[config.mk]
export PLATFORM = sky130hd
export DESIGN_NAME = instruction_decoder
export DESIGN_NICKNAME = d
export VERILOG_FILES = /design/src/rtl/instruction_decoder.sv
export SDC_FILE = /design/constraint.sdc
export NUM_CORES = 1
export LEC_CHECK = 0
export ABC_CLOCK_PERIOD_IN_PS = 1970
export CORE_MARGIN = 2
export CORE_UTILIZATION = 35
export CTS_BUF_LIST = sky130_fd_sc_hd__clkbuf_2 sky130_fd_sc_hd__clkbuf_4 sky130_fd_sc_hd__clkbuf_8
export DETAILED_ROUTE_END_ITERATION = 6
export GPL_ROUTABILITY_DRIVEN = 0
export PLACE_DENSITY = 0.77
export SKIP_LAST_GASP = 1
export SLEW_MARGIN = 20
export SYNTH_ARGS = -nofsm -noshare
export SYNTH_HDL_FRONTEND = slang
export SYNTH_SLANG_ARGS = --single-unit
export TNS_END_PERCENT = 5
[constraint.sdc]
create_clock -name clk -period 1.97 [get_ports clk]
set_input_delay 0.197 -clock clk [delete_from_list [all_inputs] [get_ports clk]]
set_output_delay 0.197 -clock clk [all_outputs]
set_load 0.005 [all_outputs]
[src/rtl/instruction_decoder.sv]
// instruction_decoder: registered 16-bit instruction decoder, one-cycle latency.
// Ports: clk, rst_n (sync active-low); instr[15:0] in (opcode = instr[15:11]);
//   out: cond_update, mem_wr, mem_rd, reg_wr, wSel/aSel/bSel[2:0], imm5, imm8, imm11.
// Optional: define INSTR_DECODER_ILLEGAL_EN to add registered output illegal,
//   set for reserved opcodes.
module instruction_decoder (
  input  logic        clk,
  input  logic        rst_n,
  input  logic [15:0] instr,
  output logic        cond_update,
  output logic        mem_wr,
  output logic        mem_rd,
  output logic        reg_wr,
  output logic [2:0]  wSel,
  output logic [2:0]  aSel,
  output logic [2:0]  bSel,
  output logic [4:0]  imm5,
  output logic [7:0]  imm8,
`ifdef INSTR_DECODER_ILLEGAL_EN
  output logic [10:0] imm11,
  output logic        illegal
`else
  output logic [10:0] imm11
`endif
);
  localparam logic [2:0] SP = 3'b111;
  localparam logic [2:0] LR = 3'b110;
  logic [4:0]  op;
  logic [2:0]  lo, mid, hi, top;
  logic        cond_update_d, mem_wr_d, mem_rd_d, reg_wr_d;
  logic        cond_update_q, mem_wr_q, mem_rd_q, reg_wr_q;
  logic [2:0]  wsel_d, asel_d, bsel_d, wsel_q, asel_q, bsel_q;
  logic [4:0]  imm5_q;
  logic [7:0]  imm8_q;
  logic [10:0] imm11_q;
  assign op  = instr[15:11];
  assign lo  = instr[2:0];
  assign mid = instr[5:3];
  assign hi  = instr[8:6];
  assign top = instr[10:8];
  always_comb begin
    cond_update_d = 1'b0;
    mem_wr_d      = 1'b0;
    mem_rd_d      = 1'b0;
    reg_wr_d      = 1'b0;
    wsel_d        = 3'b000;
    asel_d        = 3'b000;
    bsel_d        = 3'b000;
    case (op)
      5'b00000, 5'b00001, 5'b00010: begin
        wsel_d = lo; asel_d = mid; reg_wr_d = 1'b1; cond_update_d = 1'b1;
      end
      5'b00011: begin
        wsel_d = lo; asel_d = mid; bsel_d = hi; reg_wr_d = 1'b1; cond_update_d = 1'b1;
      end
      5'b00100, 5'b00110, 5'b00111: begin
        wsel_d = top; asel_d = top; reg_wr_d = 1'b1; cond_update_d = 1'b1;
      end
      5'b00101: begin
        asel_d = top; cond_update_d = 1'b1;
      end
      5'b01000: begin
        wsel_d = lo; asel_d = lo; bsel_d = mid; reg_wr_d = 1'b1; cond_update_d = 1'b1;
      end
      5'b01001: begin
        asel_d = lo; bsel_d = mid; cond_update_d = 1'b1;
      end
      5'b01010, 5'b01100: begin
        asel_d = mid; bsel_d = lo; mem_wr_d = 1'b1;
      end
      5'b01011, 5'b01101: begin
        wsel_d = lo; asel_d = mid; mem_rd_d = 1'b1; reg_wr_d = 1'b1;
      end
      5'b01110: begin
        asel_d = SP; bsel_d = top; mem_wr_d = 1'b1;
      end
      5'b01111: begin
        wsel_d = top; asel_d = SP; mem_rd_d = 1'b1; reg_wr_d = 1'b1;
      end
      5'b11101: begin
        wsel_d = LR; reg_wr_d = 1'b1;
      end
      default: ;
    endcase
  end
  always_ff @(posedge clk) begin
    if (!rst_n) begin
      cond_update_q <= 1'b0;
      mem_wr_q      <= 1'b0;
      mem_rd_q      <= 1'b0;
      reg_wr_q      <= 1'b0;
      wsel_q        <= 3'b000;
      asel_q        <= 3'b000;
      bsel_q        <= 3'b000;
      imm5_q        <= 5'd0;
      imm8_q        <= 8'd0;
      imm11_q       <= 11'd0;
    end else begin
      cond_update_q <= cond_update_d;
      mem_wr_q      <= mem_wr_d;
      mem_rd_q      <= mem_rd_d;
      reg_wr_q      <= reg_wr_d;
      wsel_q        <= wsel_d;
      asel_q        <= asel_d;
      bsel_q        <= bsel_d;
      imm5_q        <= instr[10:6];
      imm8_q        <= instr[7:0];
      imm11_q       <= instr[10:0];
    end
  end
  assign cond_update = cond_update_q;
  assign mem_wr      = mem_wr_q;
  assign mem_rd      = mem_rd_q;
  assign reg_wr      = reg_wr_q;
  assign wSel        = wsel_q;
  assign aSel        = asel_q;
  assign bSel        = bsel_q;
  assign imm5        = imm5_q;
  assign imm8        = imm8_q;
  assign imm11       = imm11_q;
`ifdef INSTR_DECODER_ILLEGAL_EN
  logic illegal_d, illegal_q;
  // Reserved space: every opcode with the top bit set except B (11100) and BL (11101).
  assign illegal_d = op[4] && (op[4:1] != 4'b1110);
  always_ff @(posedge clk) begin
    if (!rst_n) illegal_q <= 1'b0;
    else        illegal_q <= illegal_d;
  end
  assign illegal = illegal_q;
`endif
endmodule

== Word-level counts from Yosys, hierarchy flattened ==
Cells that the tools add are included.

* Equal/unequal tests: 16
* Muxes and demuxes: 7
* Reduce and logical (&&, ||, !) cells: 12

{| class="wikitable"
|+ Operators with widths
! cell !! count
|-
| equality test 5 x 4 -> 1 bit, second input constant || 8
|-
| one-hot mux 3 bit (4 select lines) || 2
|-
| equality test 5 x 3 -> 1 bit, second input constant || 4
|-
| OR reduction 12 bit || 1
|-
| equality test 5 x 2 -> 1 bit, second input constant || 2
|-
| OR reduction 10 bit || 1
|-
| one-hot mux 3 bit (3 select lines) || 1
|-
| OR reduction 4 bit || 2
|-
| OR reduction 8 bit || 1
|-
| OR reduction 7 bit || 1
|-
| OR reduction 2 bit || 3
|-
| OR reduction 3 bit || 2
|-
| equality test 5 x 1 -> 1 bit, second input constant || 1
|-
| equality test 5 bit, second input constant || 1
|-
| zero test 5 bit || 1
|-
| two-way mux 1 bit || 4
|}

* Flip-flop bits (word level): 37
* Output and inout bits: 37
* Word-level logic and storage cells: 45

== Longest topological paths before layout ==
Gate-level depths: netlist of the first run.

* Depth after elaboration: 3
* Gate-level depth with buffers: 6
* Depth with buffers taken out: 4

== Worst setup path before layout of the first run ==
OpenSTA, ideal clock, no wires.

* Path kind: input port to flip-flop
* Start: input instr[14]
* End: register bsel_q[0] (netlist: bSel[0])
* Arrival time: 1.035 ns
* Required time: 1.900 ns
* Slack: 0.865 ns
* Stages: 5
* Buffers on the path: 2
* Path through: buf_2 > buf_6 > nor4b_2 > a22oi_1 > a21oi_1

* Cells in the longest elaborated chain, start to end: 3

{| class="wikitable"
|+ RTL lines
! item !! line !! source
|-
| start, declared || 9 || <nowiki>input logic [15:0] instr,</nowiki>
|-
| equality test 5 x 4 -> 1 bit || 49 || <nowiki>case (op)</nowiki>
|-
| OR reduction 2 bit || n/a ||
|-
| one-hot mux 3 bit (4 select lines) (*) || 49 ||
|-
| end signal, assigned || 105 || <nowiki>bsel_q <= bsel_d;</nowiki>
|-
| end, declared || 32 || <nowiki>logic [2:0] wsel_d, asel_d, bsel_d, wsel_q, asel_q, bsel_q;</nowiki>
|}

Every way passes the cells marked *; elsewhere a longest branch is shown, timed or not.
A chain may end at the register's enable or synchronous reset.

== Worst setup path in the final report of the first run ==
* Start: input instr[12]
* End: register bsel_q[0] (netlist: bSel[0])

The elaborated chain is that of the path after synthesis.

==> results.md, run 1 <==
- # IOs: 55
- Final WL: 2700 µm
- Buf/Inv on CP: 1
- CP endpoint: bSel[0]
- Avg WL per Cell: 12.4 µm
- Startpoint Class: primary input
- Clock Power Share: 0.254
- Top cell type by total area after synthesis: dfxtp_1
- Post-synth top area share: 0.405
- Pre-CTS setup slack: 0.0490 ns
- Post-Syn Area: 0.00119 mm²
- Part of the power in registers: 0.521
- CP max-delay cell: clkdlybuf4s50_1
- Hpwl dp: 2120 µm
- Drt pass-1 iters: 4
- Synthesis-to-finish area growth: 43.5%
- Crit. path cell count: 5
- Final net count: 190
- Final setup fails: 0
- Core area: 0.00328 mm²
- Crit path kind: in -> reg
- Met2 usage: 0.251
- Pwr/cell area: 581 mW/mm²
- DRT antenna net count: 0
- Peak VDD IR: 0.193 mV
- Row Count: 21
- Vias in the first global route: 1010
- Slew Viols, Final: 0
- Post-CTS setup buffer count: 0
- DRC viols: 0
- Fin crit share: 0.814
- Die width: 62.2 µm
- # fillers: 313
- P_leak: 0.619 nW
- Top delay family on crit path: buffers and inverters
- Switching portion of total power: 0.240
- Met1 usage: 0.166
- DP Area: 0.00167 mm²
- Largest net degree at the start of global routing: 17
- Crit-path cells: clkdlybuf4s50_1 > nand2b_1 > nor4b_2 > a22oi_1 > a21oi_1
- #FFs+latches synth: 24
- Clock slew at reported path FFs: 0.12 ns
- Critical Path End Type: register
- Initial DRC Count: 25
- Critical path required time: 2.22 ns
- CP startpoint: instr[12]
- Vias: 1080
- Final WS setup: 0.366 ns
- Post-Syn Nets: 148
- Combinational Power Share: 0.225
- Min Hold Slack: 0.494 ns
- Gr busiest metal: met2
- Peak Freq: 0.623 GHz
- Total GRT Usage: 0.144
- # placed instances: 213
- CTS Sinks: 24
- Netlist cell types: 32
- Ys Warns: 0
- WP data arrival: 1.85 ns
- Hold buffers post-CTS: 0
- Worst-Margin Slew: 0.555 ns
- RSZ-0062 raised after global routing: no
- Max Cap Violations: 0
- Slowest stage delay, CP: 0.77 ns
- # diodes: 0
- Clock tree from TritonCTS: done
- Met3 Resource Use GR: 0.0417
- Clock buffer depth: 2
- Layout Cell Area excl Fill: 0.00170 mm²
- Outcome: complete, no violations
- Synth top area cells: dfxtp_1, buf_4, and2_1
- Worst slew margin: 0.629
- Fin cells: 217
- Die area: 0.00387 mm²
- Antenna violations before repair: 0
- Via-to-Cell Ratio: 4.98
- Cell-internal power: 0.751 mW
- Port Buf Inserts: 54
- Clk Tree Root Cell: clkbuf_4
- CP max FO: 14
- CTS resizes: 0
- Grt ovf: 0
- Post-Route Setup TNS: 0 ns
- Die height: 62.2 µm
- Layout cells sized above 1: 0.0819
- Initial Util: 0.361
- Final hold viol count: 0
- Sw Pwr: 0.237 mW
- H-tree Lvls: 1
- Syn_area_per_cell: 9.12 µm²
- Seq/Total Area, Yosys: 0.405
- Synthesized instance count: 130
- Worst hold path class: in -> reg
- Minimum clock period: 1.60 ns
- CTS buffer count: 3
- First-pass GRT wire length: 4550 µm
## layout make-up
type | count | area [µm²] | share of cell area
repair buffers | 59 | 578 | 0.340
multi-input cells | 83 | 546 | 0.321
inverters | 1 | 3.75 | 0.00221
well taps | 46 | 57.6 | 0.0338
flip-flops and latches | 24 | 480 | 0.282
clock buffers | 4 | 36.3 | 0.0213
## cells in the mapped netlist, drive strengths merged
cell type,number
dfxtp,24
buf,21
and2,11
nand2,10
a31oi,8
nor2,7
a22oi,6
a21oi,5
nand3,5
nand2b,4
nor3,3
nor4b,3
a32o,2
nand3b,2
nand4b,2
nor2b,2
o21a,2
o21ai,2
xnor2,2
a2111oi,1
a21boi,1
a31o,1
and2b,1
and3b,1
clkbuf,1
inv,1
nor3b,1
o21bai,1
## power by group through the flow
stage,combinational [mW],clock [mW],sequential [mW]
global route,0.240,0.275,0.518
CTS,0.223,0.258,0.516
global placement,0.217,0,0.526
detailed placement,0.222,0,0.527
finish,0.222,0.251,0.515
floorplan,0.110,0,0.530
## routing by layer
| layer | share of wire | up-vias |
|---|---|---|
| met5 | 0 | - |
| met4 | 0.011 | 0 |
| met3 | 0.092 | 5 |
| met2 | 0.46 | 54 |
| met1 | 0.43 | 495 |
| li1 | - | 526 |
## cells by family (layout without fill, tap and decap cells)
group,Yosys count,count (layout),synth area share
flip-flops,24,24,0.405
XOR/XNOR,2,2,0.0211
AND/OR/NAND/NOR,52,52,0.272
AO/OA/AOI/OAI,29,29,0.167
buffers and inverters,23,64,0.135
## registers in the layout, indices dropped and copies added (netlist names)
signal,cells
reg_wr,1
aSel,3
imm5,5
wSel,3
mem_rd,1
bSel,3
mem_wr,1
imm8,6
cond_update,1
## cell usage in the layout, fill, tap and decap left out, types with 3 or more instances in the layout
master            n
nand2b_1          4
and2_1           11
nand2_1          10
clkdlybuf4s50_1  54
buf_4             5
nor2_1            7
a21oi_1           5
a22oi_1           6
a31oi_1           8
clkbuf_4          3
dfxtp_1          24
nand3_1           5
nor3_1            3
## stage by stage
| step | power [mW] | util |
|---|---|---|
| 6_report | 0.988 | 0.518 |
| 4_1_cts | 0.996 | 0.518 |
| 3_5_place_dp | 0.749 | 0.507 |
| 2_1_floorplan | 0.640 | - |
| 3_3_place_gp | 0.743 | 0.507 |
| 5_1_grt | 1.03 | 0.518 |
## worst min-delay path by stage
stage | start | end | depth (start not counted)
4_1_cts | instr[7] | imm5[1] | 2
2_1_floorplan | instr[6] | imm5[0] | 1
3_3_place_gp | instr[7] | imm5[1] | 2
3_5_place_dp | instr[7] | imm5[1] | 2
5_1_grt | instr[7] | imm5[1] | 2
6_report | instr[7] | imm5[1] | 2
Note: power is estimated with default switching activity, not from simulation.
==> run 2: changes to the inputs <==
- ABC_CLOCK_PERIOD_IN_PS: 1970 -> 1500
- clock period: 1.97 -> 1.5 ns (I/O delays scaled with it)
==> run 2 against run 1 <==
  * Wire length shrank 1.2%
  * Setup slack lost 0.19 ns
  * Largest power group unchanged
  * Count of clock-buffer cells in the layout shrank 1
  * Total power grew 27%
  * Design area grew 4.6%
  * Sequential share of layout area shrank 1.3 points
  * Die area is the same
  * Global-route usage shrank 0.45 points
  * Clock power grew 4%
==> results.md, run 2 (synthesis results as in run 1) <==
- CTS buffer count: 3
- Largest net degree at the start of global routing: 20
- Most frequent cells in the layout: clkdlybuf4s50_1, dfxtp_1, buf_4
- Startpoint Class: primary input
- Port Buf Inserts: 54
- P_leak: 0.663 nW
- Met3 Resource Use GR: 0.0417
- Antenna violations before repair: 0
- Core Util, Final: 0.542
- Peak Freq: 0.755 GHz
- Vias in the first global route: 1038
- CTS resizes: 0
- Met1 usage: 0.153
- WP data arrival: 1.56 ns
- Avg WL per Cell: 11.8 µm
- Critical Path End Type: register
- Max reg flops: 6
- DRT antenna net count: 0
- RSZ-0062 raised after global routing: no
- Clock slew at reported path FFs: 0.11 ns
- Crit path kind: in -> reg
- Clk Tree Root Cell: clkbuf_4
- Row Count: 21
- Slew Viols, Final: 0
- # diodes: 0
- Critical path required time: 1.73 ns
- Pwr/cell area: 705 mW/mm²
- CTS Sinks: 24
- Final WS setup: 0.175 ns
- Grt ovf: 0
- Die width: 62.2 µm
- Core area: 0.00328 mm²
- First-pass GRT wire length: 4490 µm
- DRC viols: 0
- Layout cells sized above 1: 0.123
- Layout Cell Area excl Fill: 0.00178 mm²
- Final net count: 199
- Post-CTS setup buffer count: 0
- Minimum clock period: 1.33 ns
- CP max FO: 14
- # IOs: 55
- Min-delay src: instr[6]
- Tot Pwr: 1.25 mW
- Synthesis-to-finish area growth: 50.1%
- Worst slew margin: 0.749
- Max Cap Violations: 0
- Die height: 62.2 µm
- Met2 usage: 0.257
- Die area: 0.00387 mm²
- Peak VDD IR: 0.283 mV
- Final hold viol count: 0
- Via-to-Cell Ratio: 4.94
- Drt pass-1 iters: 4
- Min Hold Slack: 0.449 ns
- Commonest non-fill, non-tap cell in the layout: clkdlybuf4s50_1
- Fin crit share: 0.884
- Outcome: complete, no violations
- Hold buffers post-CTS: 0
- Hold Crit Depth: 2
- Vias: 1111
- Final WL: 2660 µm
- Hold Path Sink: imm5[0]
- Hpwl dp: 2110 µm
- Initial Util: 0.361
- Initial DRC Count: 23
- Final setup fails: 0
- Clock tree from TritonCTS: done
- Gr busiest metal: met2
- H-tree Lvls: 1
- Clock buffer depth: 2
- Worst-Margin Slew: 0.366 ns
- DP Area: 0.00176 mm²
- # fillers: 291
- Total GRT Usage: 0.139
- Pre-CTS setup slack: -0.152 ns
- Worst hold path class: in -> reg
[run 2: changes by cell type in the layout (fill, tap and decap cells not counted)]
| cell | previous run | this run |
|---|---|---|
| clkbuf_8 | 1 | 0 |
| buf_12 | 0 | 2 |
| buf_4 | 5 | 12 |
[run 2: cell type report]
| type | count | area [µm²] | share of cell area |
|---|---|---|---|
| multi-input cells | 83 | 546 | 0.306 |
| inverters | 1 | 3.75 | 0.00211 |
| repair buffers | 68 | 671 | 0.377 |
| flip-flops and latches | 24 | 480 | 0.270 |
| well taps | 46 | 57.6 | 0.0323 |
| clock buffers | 3 | 22.5 | 0.0126 |
[run 2: how the worst max path moves through the flow]
| stage | slack [ns] | end | start | cells past startpoint |
|---|---|---|---|---|
| after global placement | -0.06 | wSel[1] | instr[12] | 6 |
| after global routing | 0.07 | bSel[1] | instr[12] | 6 |
| after floorplan | 0.44 | bSel[0] | instr[14] | 5 |
| after CTS | 0.16 | imm5[0] | imm5[0] | 1 |
| after detailed placement | -0.15 | bSel[1] | instr[12] | 6 |
| final | 0.17 | bSel[1] | instr[12] | 6 |
[run 2: worst max-delay path: stages]
cell and delay, ns:
clkdlybuf4s50_1 0.46, buf_4 0.19, nand2b_1 0.11, nor4b_2 0.34
a22oi_1 0.12, a21oi_1 0.19
[run 2: metal layers]
metal  vias up  part of all wire
met3         8             0.090
met4         0            0.0098
met1       500              0.42
li1        543                 -
met2        60              0.48
met5         -                 0
[run 2: power breakdown]
part           total, mW  internal, mW  switching [mW]
registers          0.676         0.666         0.00998
logic              0.317         0.194           0.123
clock network      0.261        0.0937           0.168
[run 2: per-stage QoR]
stage                     TNS (ns)  cells
final                            0    225
after global routing             0    225
after CTS                        0    225
after detailed placement    -0.816    222
after global placement      -0.350    222
after floorplan                  0    130
